File: config.mk
export PLATFORM = sky130hd
export DESIGN_NAME = multicycle_control_unit
export DESIGN_NICKNAME = d
export VERILOG_FILES = /design/src/rtl/multicycle_control_unit.sv
export SDC_FILE = /design/constraint.sdc
export NUM_CORES = 1
export LEC_CHECK = 0
export ABC_AREA = 1
export BUFFER_PORTS_ARGS = -buffer_cell sky130_fd_sc_hd__buf_2
export CAP_MARGIN = 5
export CORE_AREA = 4 4 92 94
export DETAILED_ROUTE_END_ITERATION = 7
export DIE_AREA = 0 0 96 98
export PLACE_DENSITY = 0.85
export RECOVER_POWER = 50
export SYNTH_ARGS = -nofsm -noshare
export SYNTH_HDL_FRONTEND = slang
export SYNTH_SLANG_ARGS = --single-unit
File: constraint.sdc
create_clock -name clk -period 3.27 [get_ports clk]
set_input_delay 0.981 -clock clk [delete_from_list [all_inputs] [get_ports clk]]
set_output_delay 0.981 -clock clk [all_outputs]
set_load 0.02 [all_outputs]
File: src/rtl/multicycle_control_unit.sv
// Multi-cycle RV32I sequencer: fetch, decode, execute, memory, writeback.
// Holds the IR, drives datapath controls, counts retirements, traps faults.
module multicycle_control_unit #(
  parameter int unsigned BUS_TIMEOUT = 255,
  parameter int unsigned INSTRET_W   = 32
) (
  input  logic                 clk,
  input  logic                 reset,
  output logic                 instrReq,
  input  logic                 instrReady,
  input  logic [31:0]          instrRData,
  output logic [31:0]          instrCode,
  output logic                 pcEn,
  output logic                 regFileWe,
  output logic                 aluSrcMuxSel,
  output logic [3:0]           aluControl,
  output logic [2:0]           RFWDSrcMuxSel,
  output logic                 branch,
  output logic                 jal,
  output logic                 busReq,
  output logic                 busWe,
  output logic [2:0]           busSize,
  input  logic                 busReady,
  output logic                 illegal,
  output logic [INSTRET_W-1:0] instret
);

  localparam int TW =
    (BUS_TIMEOUT > 1) ? $clog2(BUS_TIMEOUT + 1) : 1;
  localparam logic [TW-1:0] TO_LAST =
    (BUS_TIMEOUT == 0) ? '0 : TW'(BUS_TIMEOUT - 1);

  localparam logic [6:0] OP_R     = 7'b0110011;
  localparam logic [6:0] OP_I     = 7'b0010011;
  localparam logic [6:0] OP_LOAD  = 7'b0000011;
  localparam logic [6:0] OP_STORE = 7'b0100011;
  localparam logic [6:0] OP_BR    = 7'b1100011;
  localparam logic [6:0] OP_LUI   = 7'b0110111;
  localparam logic [6:0] OP_AUIPC = 7'b0010111;
  localparam logic [6:0] OP_JAL   = 7'b1101111;
  localparam logic [6:0] OP_JALR  = 7'b1100111;

  localparam logic [3:0] ALU_ADD = 4'b0000;

  localparam logic [2:0] WD_ALU   = 3'd0;
  localparam logic [2:0] WD_BUS   = 3'd1;
  localparam logic [2:0] WD_IMM   = 3'd2;
  localparam logic [2:0] WD_PCIMM = 3'd3;
  localparam logic [2:0] WD_PC4   = 3'd4;

  typedef enum logic [2:0] {
    S_FETCH,
    S_DECODE,
    S_EXEC,
    S_MEM_LD,
    S_MEM_ST,
    S_TRAP
  } state_e;

  state_e                 state_q, state_d;
  logic [31:0]            ir_q, ir_d;
  logic [TW-1:0]          cnt_q, cnt_d;
  logic [INSTRET_W-1:0]   instret_q, instret_d;

  logic [6:0] opcode;
  logic [2:0] funct3;
  logic       f7b;

  logic is_r, is_i, is_ld, is_st, is_br;
  logic is_lui, is_aui, is_jal, is_jalr;
  logic legal;

  logic [3:0] ex_alu;
  logic       ex_src;
  logic [2:0] ex_wd;
  logic       ex_wb;
  logic       ex_retire;

  logic bus_done;
  logic timeout_hit;

  assign opcode = ir_q[6:0];
  assign funct3 = ir_q[14:12];
  assign f7b    = ir_q[30];

  assign is_r    = (opcode == OP_R);
  assign is_i    = (opcode == OP_I);
  assign is_ld   = (opcode == OP_LOAD);
  assign is_st   = (opcode == OP_STORE);
  assign is_br   = (opcode == OP_BR);
  assign is_lui  = (opcode == OP_LUI);
  assign is_aui  = (opcode == OP_AUIPC);
  assign is_jal  = (opcode == OP_JAL);
  assign is_jalr = (opcode == OP_JALR);

  assign legal = is_r | is_i | is_ld | is_st | is_br |
                 is_lui | is_aui | is_jal | is_jalr;

  // Execute-stage controls; loads/stores keep ADD+imm through MEM.
  always_comb begin
    ex_alu = ALU_ADD;
    ex_src = 1'b0;
    ex_wd  = WD_ALU;
    ex_wb  = 1'b0;
    unique case (1'b1)
      is_r: begin
        ex_alu = {f7b, funct3};
        ex_wb  = 1'b1;
      end
      is_i: begin
        ex_src = 1'b1;
        ex_alu = (funct3 == 3'b101) ? {f7b, funct3}
                                    : {1'b0, funct3};
        ex_wb  = 1'b1;
      end
      is_lui: begin
        ex_wd = WD_IMM;
        ex_wb = 1'b1;
      end
      is_aui: begin
        ex_wd = WD_PCIMM;
        ex_wb = 1'b1;
      end
      is_jal: begin
        ex_wd = WD_PC4;
        ex_wb = 1'b1;
      end
      is_jalr: begin
        ex_wd  = WD_PC4;
        ex_src = 1'b1;
        ex_wb  = 1'b1;
      end
      is_br: begin
        ex_alu = {1'b0, funct3};
      end
      is_ld, is_st: begin
        ex_src = 1'b1;
      end
      default: ;
    endcase
  end

  assign ex_retire   = ~(is_ld | is_st);
  assign bus_done    = busReady & ~reset;
  assign timeout_hit = (BUS_TIMEOUT != 0) &&
                       (cnt_q == TO_LAST);

  always_ff @(posedge clk) begin
    if (reset) begin
      state_q   <= S_FETCH;
      ir_q      <= '0;
      cnt_q     <= '0;
      instret_q <= '0;
    end else begin
      state_q   <= state_d;
      ir_q      <= ir_d;
      cnt_q     <= cnt_d;
      instret_q <= instret_d;
    end
  end

  always_comb begin
    state_d = state_q;
    ir_d    = ir_q;
    cnt_d   = cnt_q;
    unique case (state_q)
      S_FETCH: begin
        if (instrReady) begin
          ir_d    = instrRData;
          state_d = S_DECODE;
        end
      end
      S_DECODE: begin
        state_d = legal ? S_EXEC : S_TRAP;
      end
      S_EXEC: begin
        cnt_d = '0;
        if (is_ld) begin
          state_d = S_MEM_LD;
        end else if (is_st) begin
          state_d = S_MEM_ST;
        end else begin
          state_d = S_FETCH;
        end
      end
      S_MEM_LD, S_MEM_ST: begin
        if (busReady) begin
          state_d = S_FETCH;
        end else if (timeout_hit) begin
          state_d = S_TRAP;
        end else begin
          cnt_d = cnt_q + TW'(1);
        end
      end
      S_TRAP: ;
      default: state_d = S_FETCH;
    endcase
  end

  always_comb begin
    instrReq      = 1'b0;
    pcEn          = 1'b0;
    regFileWe     = 1'b0;
    aluSrcMuxSel  = 1'b0;
    aluControl    = ALU_ADD;
    RFWDSrcMuxSel = WD_ALU;
    branch        = 1'b0;
    jal           = 1'b0;
    busReq        = 1'b0;
    busWe         = 1'b0;
    busSize       = 3'b000;
    unique case (state_q)
      S_FETCH: begin
        instrReq = 1'b1;
      end
      S_EXEC: begin
        aluControl    = ex_alu;
        aluSrcMuxSel  = ex_src;
        RFWDSrcMuxSel = ex_wd;
        branch        = is_br;
        jal           = is_jal | is_jalr;
        pcEn          = ex_retire & ~reset;
        regFileWe     = ex_wb & ~reset;
      end
      S_MEM_LD: begin
        busReq        = 1'b1;
        busSize       = funct3;
        aluSrcMuxSel  = 1'b1;
        RFWDSrcMuxSel = WD_BUS;
        pcEn          = bus_done;
        regFileWe     = bus_done;
      end
      S_MEM_ST: begin
        busReq       = 1'b1;
        busWe        = 1'b1;
        busSize      = funct3;
        aluSrcMuxSel = 1'b1;
        pcEn         = bus_done;
      end
      default: ;
    endcase
  end

  assign instret_d = instret_q + INSTRET_W'(pcEn);

  assign instrCode = ir_q;
  assign illegal   = (state_q == S_TRAP);
  assign instret   = instret_q;

endmodule

* Word level (Yosys, flattened, before mapping)
Index checks and enable logic that the tools add are counted.
Word-level totals: RAM bits 0, ROM bits 0, word-level logic and storage cells 77, output and inout bits 83, memories kept 0, input bits 36, latch bits 0, register bits 75
Operators by class: bitwise operators 16, div/mod/pow operators 0, add/subtract/negate cells 2, eq/ne operators 20, multiply operators 0, muxes and demuxes 26, order comparisons 0, reductions and logical operators 9, shift operators 0
Operator list (number):
- 32-bit by 1-bit adder with 32-bit output | 1
- 7-bit by 6-bit equality test with 1-bit output, second input constant | 3
- 7-bit equality test, second input constant | 3
- 3-bit two-way mux | 7
- 8-bit two-way mux | 2
- 8-bit case mux with 2 select lines | 1
- 3-bit case mux with 5 select lines | 1
- 7-bit by 5-bit equality test with 1-bit output, second input constant | 2
- 4-bit case mux with 3 select lines | 1
- 1-bit bitwise OR | 10
- 3-bit equality test, second input constant | 3
- 3-bit case mux with 3 select lines | 1
- 8-bit by 1-bit adder with 8-bit output, second input constant | 1
- 8-bit equality test, second input constant | 1
- 4-bit two-way mux | 2
- 7-bit by 2-bit equality test with 1-bit output, second input constant | 1
- 1-bit two-way mux | 7
- 3-bit by 2-bit equality test with 1-bit output, second input constant | 2
- 2-bit inequality test, second input constant | 3
- 1-bit case mux with 2 select lines | 3
- 3-bit case mux with 2 select lines | 1
- 3-bit AND reduction | 2
- 6-bit OR reduction | 1
- 2-bit OR reduction | 2
- other kinds (8) | 12

* Depth between registers and ports, before layout
word-level depth 11, mapped depth 18, depth with buffers taken out 18

* Worst setup path after synthesis
Ideal clock, no wire load.
path type input to register, start point input reset, end point register instret_q[30], in the netlist instret[30], cell stages on the path 15, library setup time 0.070 ns, data arrival time 3.038 ns, setup slack 0.162 ns, path buffers 1, data required time 3.200 ns, cells stage by stage clkbuf_1 > inv_1 > nand2_1 > o22ai_1 > ha_1 > ha_1 > nand2_2 > nor2_4 > inv_2 > nor2_4 > inv_2 > nor2_2 > nand2_1 > or2_0 > a21oi_1
Between the ends: cells in the longest elaborated chain, start to end 4, elaborated cells on any way between the ends 5, those cells by class add/sub (1); mux (1); bitwise (3)
RTL lines:
- start: declaration | RTL line 8 | input logic reset,
- 1-bit inverter (*) | RTL line 144, 222
- 1-bit bitwise AND (on tied branches) | RTL line 144, 222
- 1-bit case mux with 2 select lines (*) | RTL line 212 | unique case (state_q)
- via pcEn | RTL line 13 | output logic pcEn,
- 32-bit by 1-bit adder with 32-bit output (*) | RTL line 244 | assign instret_d = instret_q + INSTRET_W'(pcEn);
- end signal: assignment | RTL line 158 | instret_q <= instret_d;
- end: declaration | RTL line 63 | logic [INSTRET_W-1:0] instret_q, instret_d;
The timed path passes the listed nets; every way through them passes the cells marked *. A chain may end at the register's enable or synchronous reset.

* Worst setup path in the final report
start point register state_q[1], end point output aluControl[3]
Between the ends: cells in the longest elaborated chain, start to end 2
RTL lines:
- start: declaration | RTL line 60 | state_e state_q, state_d;
- start signal: assignment | RTL line 155 | state_q <= state_d;
- 3-bit by 2-bit equality test with 1-bit output | RTL line 212
- 4-bit two-way mux | RTL line 212
- end: declaration | RTL line 16 | output logic [3:0] aluControl,
No other way between the ends.

==> results.toml <==
[drt]
wl_um = 11000
wire_per_inst_um = 14.0
drc = 0
post_drt_via_cell_ratio = 5.24
vias = 4110
ant_nets = 0
first_pass_iters = 5
drt_first_iter_violations = 252

[cells_and_area]
nets = 717
drive_above_1_share_pct = 16.0
syn_to_final_growth_pct = 21.1
diodes = 0
final_common_cell = "nand2_1"
fin_cells = 784
most-common-layout-cells = "136 x nand2_1, 75 x dfxtp_1, 65 x nor2_1, 63 x a21oi_1, 60 x buf_2"

[timing]
relSlewSlack_pct = 32.5
rsz0062_at_grt = "no"
hold_viol = 0
layout_min_cycle_time_ns = 2.92
setup_tns_ns = 0
fin_crit_sh_pct = 89.2
setup_viol = 0
tightest_slew_ns = 1.01
fmax_ghz = 0.343
slew_violations = 0
fin_worst_skew_ns = 0.0116

[grt]
grt-ovfl-total = 0
grt_use_total_pct = 23.6
grt_pass1_vias = 3821
grt_pass1_wl_um = 17800
antenna_found_initial = 0
grt_max_degree = 52

[min_path]
hold_class = "reg -> reg"
holdPathStages = 2
whs_endpoint = "instrCode[20]"
hold_start = "instrCode[20]"

[worst_setup_path]
setup.worst_path.start = "state_q[1]"
crit_top_cell = "inv_1"
path_cells = "inv_1, nor3_2, inv_1, a2111oi_2, buf_2"
worstReg2RegStart = "state_q[2]"
cp.required_ns = 2.29
critPathMaxStageDelay_ns = 0.39
path_max_fanout = 10
ff2ff_path_depth = 14
critPathKind = "reg -> out"
r2r_slack_ns = 0.48
crit_buf_inv = 3
worstPathArrival_ns = 1.93
cpMaxStageDelayCell = "dfxtp_1"
rr_endpoint = "instret[16]"
cp_top_family = "buffers and inverters"
cp-start-kind = "flop"
end_kind = "primary output"

[clock_network]
clkTransAtPathRegs_ns = 0.09
cts_max_path_buffers = 2
clock_latency_ns = 0.36
hold_buffers = 0
cts_tree = "done"
cts_made_buffers = 9
post_cts_buffers = 0
cts_resized = 0
root_buffer = "clkbuf_8"
clock-sinks = 75
h-tree-depth = 3

[place]
hpwl_um = 8380
dp_cells = 768
place_congestion = 0.900
port-buffer-count = 118

[die]
io_pins = 119
die_w_um = 96
start_util_pct = 49.6
fp-row-count = 32
die-area_um2 = 9410
dieHeight_um = 98
core-area_um2 = 7650

[power_and_ir_drop]
peakVddDrop_mv = 0.471
power.leakage_nw = 1.83
total_power_mw = 2.52
p_per_area_nw_per_um2 = 550

[flow_run]
cap_violations = 0

[synthesis]
syn_nets = 599
yosys_warnings = 0
avgSynthCellArea_um2 = 6.78
synth_area_um2 = 3790
syn_inst = 559
synth-seq-area-share_pct = 39.6
synth_seq_cells = 75
yosysUniqueCellTypes = 35

[status]
status = "finished clean"
[report_power, final]
part	leakage (nW)	switching, mW	internal [mW]
clock	0.101	0.388	0.365
sequential	0.610	0.0701	1.01
combinational	1.12	0.500	0.192
[worst reg2reg max path, stage by stage, from the launching register on]
cell     delay (ns)
dfxtp_1        0.37
inv_2          0.10
nand3_1        0.16
o21ai_2        0.17
inv_1          0.21
o22ai_1        0.29
ha_1           0.24
ha_1           0.21
nand2_2        0.09
nor2_4         0.16
nand4_1        0.19
nor2_2         0.21
nand2_1        0.10
o21ai_1        0.14
a21oi_1        0.05
[logic make-up (layout without fill, tap and decap cells)]
kind of cell | after synthesis | in the layout | share of synthesized area (%)
AOI/OAI and AO/OA | 91 | 91 | 12.8
adders and majority gates | 4 | 4 | 1.32
buffers and inverters | 83 | 206 | 8.68
DFF | 75 | 75 | 39.6
and+or+nand+nor | 297 | 297 | 35.5
xor gates and xnor gates | 9 | 9 | 2.08
[cell type report]
class | count | area [um2]
multi-input combinational | 401 | 1950
timing repair buffer | 124 | 559
clock buffer | 9 | 124
tap | 102 | 128
clock inverter | 7 | 81.3
sequential | 75 | 1500
fill | 760 | 3060
inverter | 66 | 248
[through the flow]
| step | setup WS (ns) | cell area (um2) | util, % | hold slack (ns) |
|---|---|---|---|---|
| after global placement | 0.377 | 4470 | 58.5 | 0.447 |
| after floorplan | 0.162 | 3790 | - | 0.436 |
| after global routing | 0.177 | 4590 | 60.0 | 0.481 |
| final | 0.354 | 4590 | 60.0 | 0.468 |
| after CTS | 0.393 | 4680 | 61.2 | 0.464 |
| after detailed placement | 0.265 | 4470 | 58.5 | 0.450 |
[state kept, by name, summed over array words and instances, names as in the netlist]
signal,flops
state_q,3
instret,32
instrCode,32
cnt_q,8
[worst max-delay path by stage]
stage	end	slack (ns)	cells past startpoint
3_3_place_gp	instret[16]	0.38	13
3_5_place_dp	instret[16]	0.27	13
2_1_floorplan	instret[30]	0.16	15
6_report	aluControl[3]	0.35	5
4_1_cts	pcEn	0.39	6
5_1_grt	instret[16]	0.18	14
[synth_stat cells]
| cell | count | area share [%] |
|---|---|---|
| nor2_1 | 65 | 6.4 |
| clkbuf_1 | 11 | 1.1 |
| nand3b_1 | 3 | 0.59 |
| or2_0 | 5 | 0.83 |
| buf_2 | 2 | 0.26 |
| o21ai_1 | 1 | 0.13 |
| o21bai_2 | 1 | 0.30 |
| nor3_1 | 12 | 1.6 |
| nand3_2 | 2 | 0.53 |
| nor4_1 | 1 | 0.17 |
| and3_1 | 1 | 0.17 |
| dfxtp_1 | 75 | 40 |
| inv_1 | 58 | 5.7 |
| or2_1 | 1 | 0.17 |
| xor2_1 | 8 | 1.8 |
| o22ai_1 | 2 | 0.33 |
| inv_2 | 8 | 0.79 |
| a2111oi_2 | 1 | 0.40 |
| nor2_4 | 3 | 0.89 |
| o21bai_1 | 1 | 0.20 |
| nor2_2 | 3 | 0.50 |
| nor3_2 | 4 | 1.1 |
| ha_1 | 4 | 1.3 |
| buf_4 | 4 | 0.79 |
| a21oi_1 | 63 | 8.3 |
| nand2_4 | 1 | 0.30 |
| nand2_2 | 6 | 0.99 |
| o21ai_2 | 1 | 0.23 |
| o21ai_0 | 19 | 2.5 |
| xnor2_1 | 1 | 0.23 |
| nand3_1 | 45 | 5.9 |
| nand4_1 | 10 | 1.7 |
| nand2_1 | 134 | 13 |
| o21a_1 | 2 | 0.40 |
| nor3_4 | 1 | 0.43 |
[layer usage]
layer	GRT usage, %	share of wire, %	vias to the layer above
met3	5.78	8.0	32
met4	9.52	2.9	0
met2	37.9	47	167
met5	0	0	-
li1	-	-	2041
met1	30.0	42	1870
Note: power is estimated with default switching activity, not from simulation.
